### config.mk
export PLATFORM = sky130hd
export DESIGN_NAME = pipeline_ctrl
export DESIGN_NICKNAME = d
export VERILOG_FILES = /design/src/rtl/pipeline_types_pkg.sv /design/src/rtl/sat_counter.sv /design/src/rtl/pipeline_ctrl.sv
export SDC_FILE = /design/constraint.sdc
export NUM_CORES = 1
export LEC_CHECK = 0
export CAP_MARGIN = 0
export CELL_PAD_IN_SITES_DETAIL_PLACEMENT = 0
export CELL_PAD_IN_SITES_GLOBAL_PLACEMENT = 1
export CORE_AREA = 10 10 105 107
export CTS_CLUSTER_DIAMETER = 50
export CTS_CLUSTER_SIZE = 8
export DETAILED_ROUTE_END_ITERATION = 10
export DIE_AREA = 0 0 115 117
export MAX_ROUTING_LAYER = met4
export PLACE_DENSITY_LB_ADDON = 0.1
export SLEW_MARGIN = 10
export SYNTH_ARGS = -nofsm -noshare
export SYNTH_HDL_FRONTEND = slang
export SYNTH_SLANG_ARGS = --single-unit
### constraint.sdc
create_clock -name CLK -period 4.3 [get_ports CLK]
set_input_delay 0.86 -clock CLK [delete_from_list [all_inputs] [get_ports CLK]]
set_output_delay 0.86 -clock CLK [all_outputs]
set_load 0.02 [all_outputs]
### src/rtl/pipeline_types_pkg.sv
// Shared pipeline types: register/word widths, latch stall codes, control FSM
// states and PC source selects.
package pipeline_types_pkg;

    localparam int unsigned WORD_W = 32;
    localparam int unsigned REG_W  = 5;

    typedef logic [REG_W-1:0]  regbits_t;
    typedef logic [WORD_W-1:0] word_t;

    // One-hot latch control; the set bit names the deepest latch that holds
    typedef enum logic [4:0] {
        noStall    = 5'b00001,
        ifidStall  = 5'b00010,
        idexStall  = 5'b00100,
        exmemStall = 5'b01000,
        allStall   = 5'b10000
    } pStall_t;

    typedef enum logic [1:0] {
        RUN    = 2'd0,
        DRAIN  = 2'd1,
        HALTED = 2'd2
    } ctrl_state_t;

    typedef enum logic [1:0] {
        PCSEL_PC4    = 2'd0,
        PCSEL_JUMP   = 2'd1,
        PCSEL_BRANCH = 2'd2
    } pcsel_t;

endpackage

### src/rtl/sat_counter.sv
// 32-bit event counter that sticks at all-ones; asynchronous clear.
module sat_counter
    import pipeline_types_pkg::*;
(
    input  logic  clk,
    input  logic  rst,
    input  logic  en_i,
    output word_t cnt_o
);

    word_t cnt_q;
    word_t cnt_d;

    always_comb begin
        cnt_d = cnt_q;
        if (en_i && (cnt_q != '1)) begin
            cnt_d = cnt_q + WORD_W'(1);
        end
    end

    always_ff @(posedge clk or posedge rst) begin
        if (rst) begin
            cnt_q <= '0;
        end else begin
            cnt_q <= cnt_d;
        end
    end

    assign cnt_o = cnt_q;

endmodule

### src/rtl/pipeline_ctrl.sv
// Hazard/stall scheduler for the 5-stage pipeline: latch hold/bubble control,
// PC enable/redirect, halt drain-down and cycle/stall performance counters.
module pipeline_ctrl
    import pipeline_types_pkg::*;
(
    input  logic       CLK,
    input  logic       RST,
    input  logic       ihit,
    input  logic       dhit,
    input  logic       exmem_dMemRead,
    input  logic       exmem_dMemWrite,
    input  logic       idex_dMemRead,
    input  regbits_t   idex_rt,
    input  regbits_t   ifid_rs,
    input  regbits_t   ifid_rt,
    input  logic       idex_halt,
    input  logic       memwb_halt,
    input  logic       jump_id,
    input  logic       branch_taken,
    output pStall_t    stall,
    output logic       pc_en,
    output logic [1:0] pc_redirect,
    output logic       ifid_flush,
    output logic       idex_flush,
    output logic       exmem_flush,
    output logic       halt,
    output word_t      cyc_cnt,
    output word_t      stall_cnt
);

    ctrl_state_t state_q;
    ctrl_state_t state_d;
    pcsel_t      pcsel_c;
    logic        dwait_c;
    logic        loaduse_c;

    assign dwait_c   = (exmem_dMemRead | exmem_dMemWrite) & ~dhit;
    assign loaduse_c = idex_dMemRead & (idex_rt != '0)
                     & ((idex_rt == ifid_rs) | (idex_rt == ifid_rt));

    always_ff @(posedge CLK or posedge RST) begin
        if (RST) begin
            state_q <= RUN;
        end else begin
            state_q <= state_d;
        end
    end

    // Fixed-priority latch/PC control plus halt sequencing
    always_comb begin
        state_d     = state_q;
        stall       = noStall;
        pc_en       = 1'b0;
        pcsel_c     = PCSEL_PC4;
        ifid_flush  = 1'b0;
        idex_flush  = 1'b0;
        exmem_flush = 1'b0;

        if (state_q == HALTED) begin
            stall = allStall;
        end else if (dwait_c) begin
            stall = exmemStall;
        end else if (branch_taken) begin
            pc_en       = 1'b1;
            pcsel_c     = PCSEL_BRANCH;
            ifid_flush  = 1'b1;
            idex_flush  = 1'b1;
            exmem_flush = 1'b1;
        end else if (state_q == DRAIN) begin
            ifid_flush = 1'b1;
        end else if (loaduse_c) begin
            stall = ifidStall;
        end else if (jump_id) begin
            pc_en      = 1'b1;
            pcsel_c    = PCSEL_JUMP;
            ifid_flush = 1'b1;
        end else if (!ihit) begin
            ifid_flush = 1'b1;
        end else begin
            pc_en = 1'b1;
        end

        // A halt squashed by a taken branch was on the wrong path
        case (state_q)
            RUN:     if (idex_halt && !branch_taken && !dwait_c) state_d = DRAIN;
            DRAIN:   if (memwb_halt && !dwait_c) state_d = HALTED;
            default: state_d = state_q;
        endcase
    end

    assign pc_redirect = pcsel_c;
    assign halt        = (state_q == HALTED);

    sat_counter u_cyc_cnt (
        .clk   (CLK),
        .rst   (RST),
        .en_i  (state_q != HALTED),
        .cnt_o (cyc_cnt)
    );

    sat_counter u_stall_cnt (
        .clk   (CLK),
        .rst   (RST),
        .en_i  ((state_q == RUN) && !pc_en),
        .cnt_o (stall_cnt)
    );

endmodule

# Word level (Yosys, flattened, before mapping)

Index checks and enable logic that the tools add are counted.

Input port bits: 26
Bits in registers: 66
Output and inout port bits: 76
Word-level logic and storage cells: 64

Bitwise gates (word level): 6
Equal/unequal tests: 9
Muxes and demuxes: 31
$add $sub $neg: 2
Reduce and logical (&&, ||, !) cells: 13

Operators with widths:

| operator                | number |
|---|---|
| $add A32 B1 Y32 const B | 2 |
| $ne A32 B32 Y1 const B  | 2 |
| $mux W1                 | 20 |
| $mux W2                 | 8 |
| $eq A5 B5 Y1            | 2 |
| $logic_and A1 B1 Y1     | 6 |
| $mux W5                 | 1 |
| $reduce_bool A5 Y1      | 1 |
| $mux W4                 | 1 |
| $ne A2 B2 Y1 const B    | 2 |
| $pmux W2 S2             | 1 |
| $and A1 B1 Y1           | 3 |
| $logic_not A1 Y1        | 3 |
| $reduce_and A3 Y1       | 1 |
| $eq A2 B1 Y1 const B    | 1 |
| $eq A2 B2 Y1 const B    | 1 |
| $logic_not A2 Y1        | 1 |
| $ne A2 B1 Y1 const B    | 1 |
| $or A1 B1 Y1            | 2 |
| $reduce_bool A2 Y1      | 1 |
| $not A1 Y1              | 1 |

# Depth between registers and ports, before layout

Word-level depth: 11
Mapped depth: 9
Mapped depth without buffers: 7

# Cells and area by module

A second synthesis with hierarchy kept.

Cell total of the unflattened synthesis: 336
Area, all modules: 3,542.1 µm²

By module, submodules not included:

| module        | sequential area each (µm²) | cells an instance | area an instance (µm²) | instances |
|---|---|---|---|---|
| sat_counter   | 800.8                      | 139               | 1,561.5                | 2 |
| pipeline_ctrl | 50.0                       | 58                | 419.2                  | 1 |

# Least setup slack after synthesis

OpenSTA, ideal clock, no wires.

Kind: input -> output
Start: input port idex_rt[1]
End: output port pc_redirect[0]
Required time: 3.440 ns
Path slack: 0.986 ns
Data arrival time: 2.454 ns
Buffers on the path: 0
Stages on the path: 4
Path through: or4_1 -> o21ai_1 -> nor2_1 -> nor4b_1

Word-level cells in the longest chain between the ends: 8
Elaborated cells on any way between the ends: 11
Classes of those cells: eq/ne (2); mux (5); bitwise (3); reduce/logical (1)

RTL lines:

| what                                               | line                                     | RTL |
|---|---|---|
| start: declaration                                 | pipeline_ctrl.sv:13                      | `input regbits_t idex_rt,` |
| $eq A5 B5 Y1 or $reduce_bool A5 Y1 (tied branches) | pipeline_ctrl.sv:39, pipeline_ctrl.sv:38 |  |
| $or A1 B1 Y1 or $and A1 B1 Y1 (tied branches)      | pipeline_ctrl.sv:39, pipeline_ctrl.sv:38 |  |
| $and A1 B1 Y1 *                                    | pipeline_ctrl.sv:39                      | `& ((idex_rt == ifid_rs) \| (idex_rt == ifid_rt));` |
| $mux W1 *                                          | pipeline_ctrl.sv:71                      | `end else if (loaduse_c) begin` |
| $mux W1 *                                          | pipeline_ctrl.sv:69                      | `end else if (state_q == DRAIN) begin` |
| $mux W2 *                                          | pipeline_ctrl.sv:63                      | `end else if (branch_taken) begin` |
| $mux W2 *                                          | pipeline_ctrl.sv:61                      | `end else if (dwait_c) begin` |
| $mux W2 *                                          | pipeline_ctrl.sv:59                      | `if (state_q == HALTED) begin` |
| end: declaration                                   | pipeline_ctrl.sv:22                      | `output logic [1:0] pc_redirect,` |

Every way passes the cells marked *; elsewhere a longest branch is shown, timed or not.

# Worst setup path after layout

Start: input port idex_rt[1]
End: output port stall[0]

Word-level cells in the longest chain between the ends: 8
Elaborated cells on any way between the ends: 11
Classes of those cells: eq/ne (2); mux (5); bitwise (3); reduce/logical (1)

RTL lines:

| what                                               | line                                     | RTL |
|---|---|---|
| $eq A5 B5 Y1 or $reduce_bool A5 Y1 (tied branches) | pipeline_ctrl.sv:39, pipeline_ctrl.sv:38 |  |
| $or A1 B1 Y1 or $and A1 B1 Y1 (tied branches)      | pipeline_ctrl.sv:39, pipeline_ctrl.sv:38 |  |
| $and A1 B1 Y1 *                                    | pipeline_ctrl.sv:39                      |  |
| $mux W2 *                                          | pipeline_ctrl.sv:71                      |  |
| $mux W2 *                                          | pipeline_ctrl.sv:69                      |  |
| $mux W2 *                                          | pipeline_ctrl.sv:63                      |  |
| $mux W4 *                                          | pipeline_ctrl.sv:61                      |  |
| $mux W5 *                                          | pipeline_ctrl.sv:59                      |  |
| end: declaration                                   | pipeline_ctrl.sv:20                      | `output pStall_t stall,` |

Marked as above.

==> reports/metrics.yaml <==
outcome: "finished, final reports clean"
clk_pin_slew_worst_paths_ns: 0.07
cp_cell_sequence: "clkdlybuf4s50_1 -> or4_1 -> o21ai_2 -> nor3_1 -> maj3_1 -> nor2_1 -> clkdlybuf4s50_1"
syn2layout_area_growth_pct: 37.5
critPathBufInv: 2
multi_input_area_um2: 1690
nNetsFinal: 462
setup_viol: 0
critical_path_depth: 7
synth.area.top_cells: "dfrtp_1, xnor2_1, nand4_1"
post-dp-hpwl_mm: 6.60
seqCellArea_um2: 1650
cap_viol_max_count: 0
pwr-share-clk: 0.405
routed_via_density: 5.14
final_cell_mix: "clkdlybuf4s50_1, dfrtp_1, xnor2_1"
power.density_nw_per_um2: 311
drt_wl_total_mm: 8.99
wire_per_inst_um: 16.4
ys.warnings.count: 0
first_global_vias: 2861
cts_tree: "built"
gr-usage-all-layers: 0.143
crit_start: "idex_rt[1]"
ir_worst_vdd_v: 0.000155
p_switching_w: 0.000372
ctsRootBufferMaster: "clkbuf_8"
fin_worst_skew_ns: 0.00863
vias: 2821
end_kind: "output pin"
initial_core_util: 0.381
htreeDepth: 3
grt_max_degree: 67
die_y_um: 117
stdcell_count: 549
drc: 0
required_ns: 3.44
cts_hold_buf: 0
synth-edff-count: 0
synth.distinct_cells: 49
dpl.cell_count: 534
internal_power_w: 0.00110
hold_class: "flop to flop"
ys_seq_area_frac: 0.480
switching_share: 0.253
synth_area_per_cell_um2: 10.2
startpoint_type: "primary input"
reg2reg_to: "u_stall_cnt.cnt_o[30]$_DFFE_PP0P_"
p_leak_nw: 2.00
port_buffers: 100
clock.fmax_mhz: 244
final_common_cell: "clkdlybuf4s50_1"
fin_tns_setup_ns: 0
routabilityCongestion: 0.754
post_cts_buffers: 0
rows: 35
worst_ep_arrival_time_ns: 3.24
coreArea_um2: 9020
reg2reg_depth: 6
ant_nets: 0
fin_crit_sh: 0.954
dr.pass1.iters: 4
drv_slew: 0
critPathCapture: "stall[0]"
dieArea_um2: 13500
die_w_um: 115
post-synth-top-area-fraction: 0.480
layout_min_cycle_time_ns: 4.10
rsz0062_at_grt: "false"
seqPwrFrac: 0.459
cts.sinks: 66
worst_slew_pin_slew_ns: 0.846
synth_seq_cells: 66
cts_resized: 0
cp_max_fo: 5
slew_headroom: 0.436
clockBufferDepth: 2
slowest_stage: "clkdlybuf4s50_1"
clk_latency_ns: 0.35
reg2reg_from: "u_stall_cnt.cnt_o[9]$_DFFE_PP0P_"
setup.worst_path.class: "primary input to output pin"
power_frac_comb: 0.135
syn_inst: 336
grt_pass1_wl_mm: 15.0
boundaryPins: 102
r2r_slack_ns: 1.89
fin_total_pwr_w: 0.00147
syn_area_um2: 3440
final_hold_viol_count: 0
slowest_delay_ns: 0.61
grt_overflow: 0
async_flop_share: 1.00
drive_above_1_share: 0.0708
n_antenna_cell: 0
synth_top_area_cell: "dfrtp_1"
crit_path_frequent_cell: "clkdlybuf4s50_1"
antenna_found_initial: 0
cts_made_buffers: 9
syn_nets: 364
nFillCells: 869
path_delay_family: "buffers and inverters"
ys.flop_type: "dfrtp_1"
drtIter0Drc: 120
-- kinds of logic after synthesis --
logic type	count (synthesis)	share of synthesized area
buffers and inverters	19	0.0287
other	1	0.00109
AOI/OAI and AO/OA	17	0.0360
and+or+nand+nor	159	0.260
DFF	66	0.480
adders and majority gates	3	0.0102
xor gates and xnor gates	67	0.171
muxes	4	0.0131
-- power by group through the flow --
stage / combinational, W / clock, W / sequential [W]
after CTS: 0.000203 / 0.000610 / 0.000676
after global routing: 0.000220 / 0.000635 / 0.000681
final: 0.000199 / 0.000597 / 0.000676
after floorplan: 0.0000715 / 0 / 0.000710
after global placement: 0.000197 / 0 / 0.000689
after detailed placement: 0.000201 / 0 / 0.000688
-- how the worst min path moves through the flow --
| stage | start | endpoint | slack, ns | cells after the start |
|---|---|---|---|---|
| 6_report | u_cyc_cnt.cnt_o[17]$_DFFE_PP0P_ | u_cyc_cnt.cnt_o[17]$_DFFE_PP0P_ | 0.49 | 1 |
| 5_1_grt | u_stall_cnt.cnt_o[23]$_DFFE_PP0P_ | u_stall_cnt.cnt_o[23]$_DFFE_PP0P_ | 0.51 | 1 |
| 4_1_cts | u_stall_cnt.cnt_o[23]$_DFFE_PP0P_ | u_stall_cnt.cnt_o[23]$_DFFE_PP0P_ | 0.49 | 1 |
| 3_5_place_dp | u_cyc_cnt.cnt_o[20]$_DFFE_PP0P_ | u_cyc_cnt.cnt_o[20]$_DFFE_PP0P_ | 0.48 | 1 |
| 3_3_place_gp | u_stall_cnt.cnt_o[23]$_DFFE_PP0P_ | u_stall_cnt.cnt_o[23]$_DFFE_PP0P_ | 0.47 | 1 |
| 2_1_floorplan | state_q[1]$_DFFE_PP0P_ | state_q[1]$_DFFE_PP0P_ | 0.53 | 2 |
-- layout make-up --
cell class | count | share of cell area
Clock buffer | 13 | 0.0336
Timing Repair Buffer | 101 | 0.213
Multi-Input combinational cell | 251 | 0.358
Clock inverter | 2 | 0.0127
Sequential cell | 66 | 0.349
Tap cell | 111 | 0.0294
Inverter | 5 | 0.00397
-- Yosys cell counts (2+ instances only) --
cell,instances
nand2_1,25
nor2_1,22
nor3b_1,2
or2_2,2
and2_1,5
inv_1,5
o21ai_0,2
and4_1,7
and3_1,15
ha_1,2
nand4_1,29
a21oi_1,3
dfrtp_1,66
nand2b_1,2
xnor2_1,47
a31oi_1,2
mux2_2,4
buf_2,4
clkbuf_1,4
nand3_1,27
nor3_1,11
xor2_1,20
buf_4,4
-- sequential cells by signal, summed over array words and instances, names as in the netlist --
signal             count
state_q                2
u_cyc_cnt.cnt_o       32
u_stall_cnt.cnt_o     32
-- per-layer routing --
| layer | global-route usage | wire length [µm] | part of all wire | up-vias |
|---|---|---|---|---|
| met1 | 0.170 | 3960 | 0.44 | 1372 |
| met5 | - | 0 | 0 | - |
| met3 | 0.0428 | 422 | 0.047 | 16 |
| li1 | - | - | - | 1374 |
| met4 | 0.0446 | 154 | 0.017 | 0 |
| met2 | 0.228 | 4450 | 0.50 | 59 |
-- stage by stage --
| step | cell area [µm²] | hold WS [ns] | utilization | worst slack [ns] |
|---|---|---|---|---|
| 2_1_floorplan | 3440 | 0.534 | - | 0.986 |
| 3_3_place_gp | 4510 | 0.473 | 0.500 | 0.141 |
| 3_5_place_dp | 4510 | 0.480 | 0.500 | 0.121 |
| 4_1_cts | 4730 | 0.490 | 0.524 | 0.118 |
| 5_1_grt | 4730 | 0.509 | 0.524 | 0.0565 |
| 6_report | 4730 | 0.490 | 0.524 | 0.199 |
No activity file was read; power rests on OpenSTA's default activity.
